File: config.mk
export PLATFORM = sky130hd
export DESIGN_NAME = parity_gen
export DESIGN_NICKNAME = d
export VERILOG_FILES = /design/src/rtl/parity_gen_pkg.sv /design/src/rtl/parity_gen_calc.sv /design/src/rtl/parity_gen.sv
export SDC_FILE = /design/constraint.sdc
export NUM_CORES = 1
export LEC_CHECK = 0
export ABC_AREA = 1
export CAP_MARGIN = 5
export CORE_MARGIN = 5
export CORE_UTILIZATION = 47
export CTS_BUF_LIST = sky130_fd_sc_hd__clkbuf_8 sky130_fd_sc_hd__clkbuf_16
export CTS_CLUSTER_DIAMETER = 60
export CTS_CLUSTER_SIZE = 28
export DETAILED_ROUTE_END_ITERATION = 6
export GPL_TIMING_DRIVEN = 0
export PLACE_DENSITY = 0.73
export SYNTH_ARGS = -nofsm -noshare
export SYNTH_HDL_FRONTEND = slang
export SYNTH_SLANG_ARGS = --single-unit
File: constraint.sdc
create_clock -name clk -period 1.4 [get_ports clk]
set_input_delay 0.28 -clock clk [delete_from_list [all_inputs] [get_ports clk]]
set_output_delay 0.28 -clock clk [all_outputs]
set_load 0.03 [all_outputs]
File: src/rtl/parity_gen_pkg.sv
// Shared types and sizes for the parity word generator.
// Optional build macro: PARITY_GEN_ERR_INJ_EN (adds err_inj input).
package parity_gen_pkg;

  localparam int DATA_W  = 4;
  localparam int COUNT_W = 5;
  localparam int GAP_W   = 4;
  localparam int WORDS   = 16;

  typedef enum logic [1:0] {
    IDLE,
    SEND,
    GAP,
    DONE
  } state_t;

  function automatic logic is_last(
    input logic [DATA_W-1:0] data
  );
    return data == DATA_W'(WORDS - 1);
  endfunction

endpackage

File: src/rtl/parity_gen_calc.sv
// Parity bit over a data word; ODD_PARITY selects
// whether data plus parity carries an odd count of ones.
module parity_calc
  import parity_gen_pkg::*;
#(
  parameter int ODD_PARITY = 0
) (
  input  logic [DATA_W-1:0] data,
  output logic              parity
);

  assign parity = (^data) ^ (ODD_PARITY != 0);

endmodule

File: src/rtl/parity_gen.sv
// Sweeps 4-bit words 0..15 with parity to a valid/ready consumer.
// Build macro PARITY_GEN_ERR_INJ_EN adds the err_inj input.
module parity_gen
  import parity_gen_pkg::*;
#(
  parameter int ODD_PARITY = 0,
  parameter int GAP_CYCLES = 2
) (
  input  logic               clk,
  input  logic               rst,
  input  logic               start,
  input  logic               ready,
`ifdef PARITY_GEN_ERR_INJ_EN
  input  logic               err_inj,
`endif
  output logic               a,
  output logic               b,
  output logic               c,
  output logic               d,
  output logic               e,
  output logic               valid,
  output logic               busy,
  output logic               done,
  output logic [COUNT_W-1:0] count
);

  localparam logic [GAP_W-1:0] GAP_LOAD =
    GAP_W'(GAP_CYCLES > 0 ? GAP_CYCLES - 1 : 0);

  state_t             state;
  state_t             state_n;
  logic [DATA_W-1:0]  data;
  logic [DATA_W-1:0]  data_n;
  logic [COUNT_W-1:0] count_n;
  logic [GAP_W-1:0]   gap_cnt;
  logic [GAP_W-1:0]   gap_n;
  logic               send;
  logic               par;
  logic               flip;

  always_ff @(posedge clk) begin
    if (rst) begin
      state   <= IDLE;
      data    <= '0;
      count   <= '0;
      gap_cnt <= '0;
    end else begin
      state   <= state_n;
      data    <= data_n;
      count   <= count_n;
      gap_cnt <= gap_n;
    end
  end

  always_comb begin
    state_n = state;
    data_n  = data;
    count_n = count;
    gap_n   = gap_cnt;
    unique case (state)
      IDLE: begin
        if (start) begin
          state_n = SEND;
          data_n  = '0;
          count_n = '0;
          gap_n   = '0;
        end
      end
      SEND: begin
        if (ready) begin
          count_n = count + 1'b1;
          if (is_last(data)) begin
            state_n = DONE;
          end else begin
            data_n = data + 1'b1;
            if (GAP_CYCLES != 0) begin
              state_n = GAP;
              gap_n   = GAP_LOAD;
            end
          end
        end
      end
      GAP: begin
        // gap_cnt was loaded with GAP_CYCLES-1 on entry
        if (gap_cnt == '0) state_n = SEND;
        else gap_n = gap_cnt - 1'b1;
      end
      DONE: state_n = IDLE;
      default: state_n = IDLE;
    endcase
  end

  parity_calc #(
    .ODD_PARITY(ODD_PARITY)
  ) u_calc (
    .data  (data),
    .parity(par)
  );

`ifdef PARITY_GEN_ERR_INJ_EN
  assign flip = err_inj;
`else
  assign flip = 1'b0;
`endif

  assign send         = state == SEND;
  assign {a, b, c, d} = send ? data : '0;
  assign e            = send & (par ^ flip);
  assign valid        = send;
  assign busy         = state != IDLE;
  assign done         = state == DONE;

endmodule

Yosys cells after proc, flatten, opt, wreduce, memory -nomap -nowiden --
Cells that the tools add are included.
Word-level totals: flip-flop bits (word level) 15, bits of input ports 4, output and inout port bits 13
Operators by class: add/sub/neg operators 3, equality and inequality tests 9, mux-type cells 17, bitwise operators 1, reductions and logical operators 10
Operators with widths (number):
- 2-to-1 mux 4 bit | 7
- one-hot mux 4 bit (3 select lines) | 1
- 2-to-1 mux 5 bit | 2
- inequality test 2 bit (second input constant) | 5
- one-hot mux 5 bit (2 select lines) | 1
- one-hot mux 2 bit (4 select lines) | 1
- one-hot mux 4 bit (2 select lines) | 1
- 2-to-1 mux 2 bit | 3
- AND reduction 3 bit | 2
- adder 5 x 1 -> 5 bit (second input constant) | 1
- AND reduction 5 bit | 1
- adder 4 x 1 -> 4 bit (second input constant) | 1
- == test 2 bit (second input constant) | 2
- == test 4 bit (second input constant) | 1
- zero test 4 bit | 1
- AND reduction 4 bit | 1
- nonzero test 2 bit | 2
- parity 4 bit | 1
- subtractor 4 x 1 -> 4 bit (second input constant) | 1
- nonzero test 3 bit | 1
- == test 2 x 1 -> 1 bit (second input constant) | 1
- zero test 2 bit | 1
- AND 1 bit | 1
- 2-to-1 mux 1 bit | 1

Logic depth before layout (Yosys ltp) --
depth in word-level cells 4, gate-level depth with buffers 10, gate-level depth less buffers 9

By module --
A second synthesis with hierarchy kept.
Unflattened totals: cell total of the unflattened synthesis 175, area, all modules 1098.6 µm²
By module, submodules not included:
- parity_gen | instances 1, cells an instance 156, area each 1024.7 µm²
- parity_calc | instances 1, cells an instance 19, area each 73.8 µm²

Least setup slack after synthesis --
Ideal clock, no wire load.
path kind reg-to-output, from reg state[1], to out e, arrival time 1535 ps, required time 1120 ps, path slack -415 ps, stages on the path, launching flop included 5, path through dfxtp_1 inv_1 ha_1 o21ai_0 a21oi_1
On the way: longest elaborated chain between the ends 2
RTL lines:
- from (decl) | line parity_gen.sv:30 | state_t state;
- from (signal assigned) | line parity_gen.sv:48 | state <= state_n;
- == test 2 x 1 -> 1 bit | line parity_gen.sv:106 | assign send = state == SEND;
- via valid | line parity_gen.sv:21 | output logic valid,
- AND 1 bit | line parity_gen.sv:108 | assign e = send & (par ^ flip);
- to (decl) | line parity_gen.sv:20 | output logic e,
The timed path passes the listed nets, and every way through them passes these cells.

Worst setup path after layout --
from reg data[3], to out e
On the way: longest elaborated chain between the ends 2
RTL lines:
- from (decl) | line parity_gen.sv:32 | logic [DATA_W-1:0] data;
- from (signal assigned) | line parity_gen.sv:49 | data <= data_n;
- parity 4 bit | line parity_gen_calc.sv:12 | assign parity = (^data) ^ (ODD_PARITY != 0);
- AND 1 bit | line parity_gen.sv:108
Every way passes these cells.

==> results_dict.tcl <==
set metrics [dict create \
    final_nets 202 \
    hold_end "gap_cnt[0]$_SDFFE_PP0P_" \
    drv_slew 0 \
    h-tree-depth 1 \
    place.gp.congestion 0.787 \
    hold_class "reg2reg" \
    peakVddDrop_mv 1.45 \
    instances_no_fill 215 \
    clk_pin_slew_ns 0.06 \
    dp_hpwl_um 1730 \
    final_layout_size_suffix_gt1_share_pct 34.2 \
    slowest_stage "dfxtp_4" \
    period_share_pct 107 \
    rows 17 \
    crit_cells 4 \
    synth_area_per_cell_um2 6.58 \
    final_core_util_pct 70.5 \
    cp_data_required_time_ns 1.12 \
    antenna_cells 0 \
    synth.cell_area_mm2 0.00103 \
    placedCellCount 201 \
    timing.rr.start "state[1]$_SDFFE_PP0P_" \
    finClkSkew_ns 0.00267 \
    antenna_found_initial 0 \
    violations "negative setup slack" \
    setup_viol 10 \
    portBuffers 16 \
    grt_max_degree 10 \
    synth_cell_types 22 \
    critPathTopFamily "flip-flops" \
    synth_edf_count 0 \
    cts-buffers-inserted 3 \
    synth_fp_nets 171 \
    hold_start "gap_cnt[0]$_SDFFE_PP0P_" \
    drtPass1Iterations 4 \
    setup_ws_ns -0.0953 \
    drc 0 \
    yosysMostFrequentCell "nand2_1" \
    wire_per_inst_um 11.2 \
    start_util_pct 48.1 \
    viasPerCell 4.93 \
    fin_setup_tns_ns -0.461 \
    crit_fanout 2 \
    ant_nets 0 \
    grt-ovfl-total 0 \
    rsz0062_at_grt "true" \
    grt_pass1_wl_um 4010 \
    area_growth_pct 46.5 \
    ctsHoldBuffers 0 \
    tightest_slew_ns 0.345 \
    place_ws_ns -0.611 \
    relSlewSlack_pct 77.0 \
    core_area_mm2 0.00215 \
    grt_pass1_vias 997 \
    die_h_um 56.9 \
    worstSetupEndpointType "primary output" \
    worstPathCellList "ha_4 -> o21ai_2 -> a21oi_2 -> buf_6" \
    yosys_register_bits 15 \
    reg2reg_to "data[3]$_SDFFE_PP0P_" \
    run_status "finished with violations" \
    power_leakage_nw 0.764 \
    drt-total-wl_um 2420 \
    route.vias.total 1061 \
    synthTopCellsByCount "nand2_1, inv_1, nor2_1" \
    clk_path_buf_depth 2 \
    async_flop_share_pct 0 \
    die_area_mm2 0.00324 \
    max_stage_delay_ns 0.36 \
    max_freq_ghz 0.669 \
    first_iter_violations 16 \
    yosysSeqAreaShare_pct 29.1 \
    synth_cells 157 \
    hold_violations 0 \
    cts_tree "yes" \
    fin_area_mm2 0.00151 \
    maxCapViolations 0 \
    r2r_cells 9 \
    cts.sinks 15 \
    clk_latency_ns 0.25 \
    netlist.area_leader.share_pct 29.1 \
    synth_area_leader_cell "dfxtp_1" \
    worstSetupStartpointType "register" \
    clockRootBuffer "clkbuf_8" \
    worstHoldPathCells 2 \
    io_pins 17 \
    fin_crit_ns 1.50 \
    power_density_mw_per_mm2 2270 \
    yosysWarnings 0 \
    place_area_mm2 0.00125 \
    worstPathArrival_ns 1.22 \
    path_class "reg2out" \
    ys_top_cells_by_area "dfxtp_1, nand2_1, ha_1" \
    worst-path-buf-inv 1 \
    ys.flop_type "dfxtp_1" \
    r2r_setup_slack_ns -0.06 \
    track_usage_pct 15.6 \
    die_w_um 56.9 \
]
registers in the layout, summed over array words and instances (netlist names):
register,count
state,2
data,4
gap_cnt,4
count,5
worst max path at each step:
stage | start | to
after floorplan | state[1]$_SDFFE_PP0P_ | count[0]$_SDFFE_PP0P_
after global placement | state[1]$_SDFFE_PP0P_ | b
after detailed placement | state[1]$_SDFFE_PP0P_ | b
after CTS | data[2]$_SDFFE_PP0P_ | e
after global routing | state[1]$_SDFFE_PP0P_ | c
final | data[3]$_SDFFE_PP0P_ | e
repair_timing:
action	in CTS	in global routing
setup buffers	7	3
cloned	0	0
gates resized for setup	86	18
endpoints found under the setup margin	28	20
hold endpoints to repair	0	0
pin swaps	7	10
cell type report:
cell class / instances / area, um^2
tap: 28 / 35.0
buffer: 1 / 11.3
clock buffer: 3 / 41.3
timing repair buffer: 26 / 234
fill: 159 / 634
inverter: 27 / 106
sequential: 15 / 315
clock inverter: 1 / 5.00
multi-input combinational: 114 / 766
layout by cell type (no fill, tap or decap), types with 2 or more instances in the layout:
master           instances
buf_6                    9
inv_2                    6
nand4_1                  2
o21ai_0                  3
a21oi_2                  3
o21ai_2                  2
nand2_2                  5
nand2_1                 34
ha_4                     5
nand3_1                 10
inv_1                   19
o21ai_1                  2
o21ai_4                  2
dfxtp_2                  3
clkbuf_8                 3
dfxtp_4                  3
clkdlybuf4s50_1          3
a21oi_1                  4
dlygate4sd2_1            5
inv_4                    2
nor2_4                   2
nor2_1                  20
buf_2                    2
nand2_4                  5
xor2_1                   3
buf_4                    8
dfxtp_1                  9
ha_1                     5
power by group:
group | internal (W) | switching (W) | leakage (nW)
clock network | 0.000197 | 0.000160 | 0.0255
logic | 0.00102 | 0.00141 | 0.613
registers | 0.000540 | 0.000105 | 0.126
per-layer routing:
layer | global-route usage (%) | routed length [um] | up-vias
met5 | 0 | 0 | -
met4 | 6.95 | 57 | 0
met3 | 2.76 | 70 | 7
met2 | 29.4 | 1290 | 13
met1 | 16.4 | 997 | 494
li1 | - | - | 547
worst reg2reg max path, stage by stage (launching register included):
cell and delay, ns:
dfxtp_2 0.35, inv_4 0.06, ha_4 0.18, buf_4 0.14, nand2_4 0.07, nand2_4 0.06
nor2_4 0.20, inv_2 0.08, o21ai_2 0.15, nor2_1 0.07
stage by stage:
stage	hold slack, ns	power [W]
after global placement	0.471	0.00244
after global routing	0.531	0.00372
after floorplan	0.349	0.00208
after CTS	0.500	0.00322
final	0.496	0.00343
after detailed placement	0.491	0.00250
cell families (layout without fill, tap and decap cells):
logic type	after synthesis	in the layout	synth area share, %
xor gates and xnor gates	3	3	2.54
DFF	15	15	29.1
AOI/OAI and AO/OA	18	18	11.0
adders and majority gates	10	10	12.1
and+or+nand+nor	83	83	34.4
buffers and inverters	28	58	10.9
(Power assumes the default switching activity.)
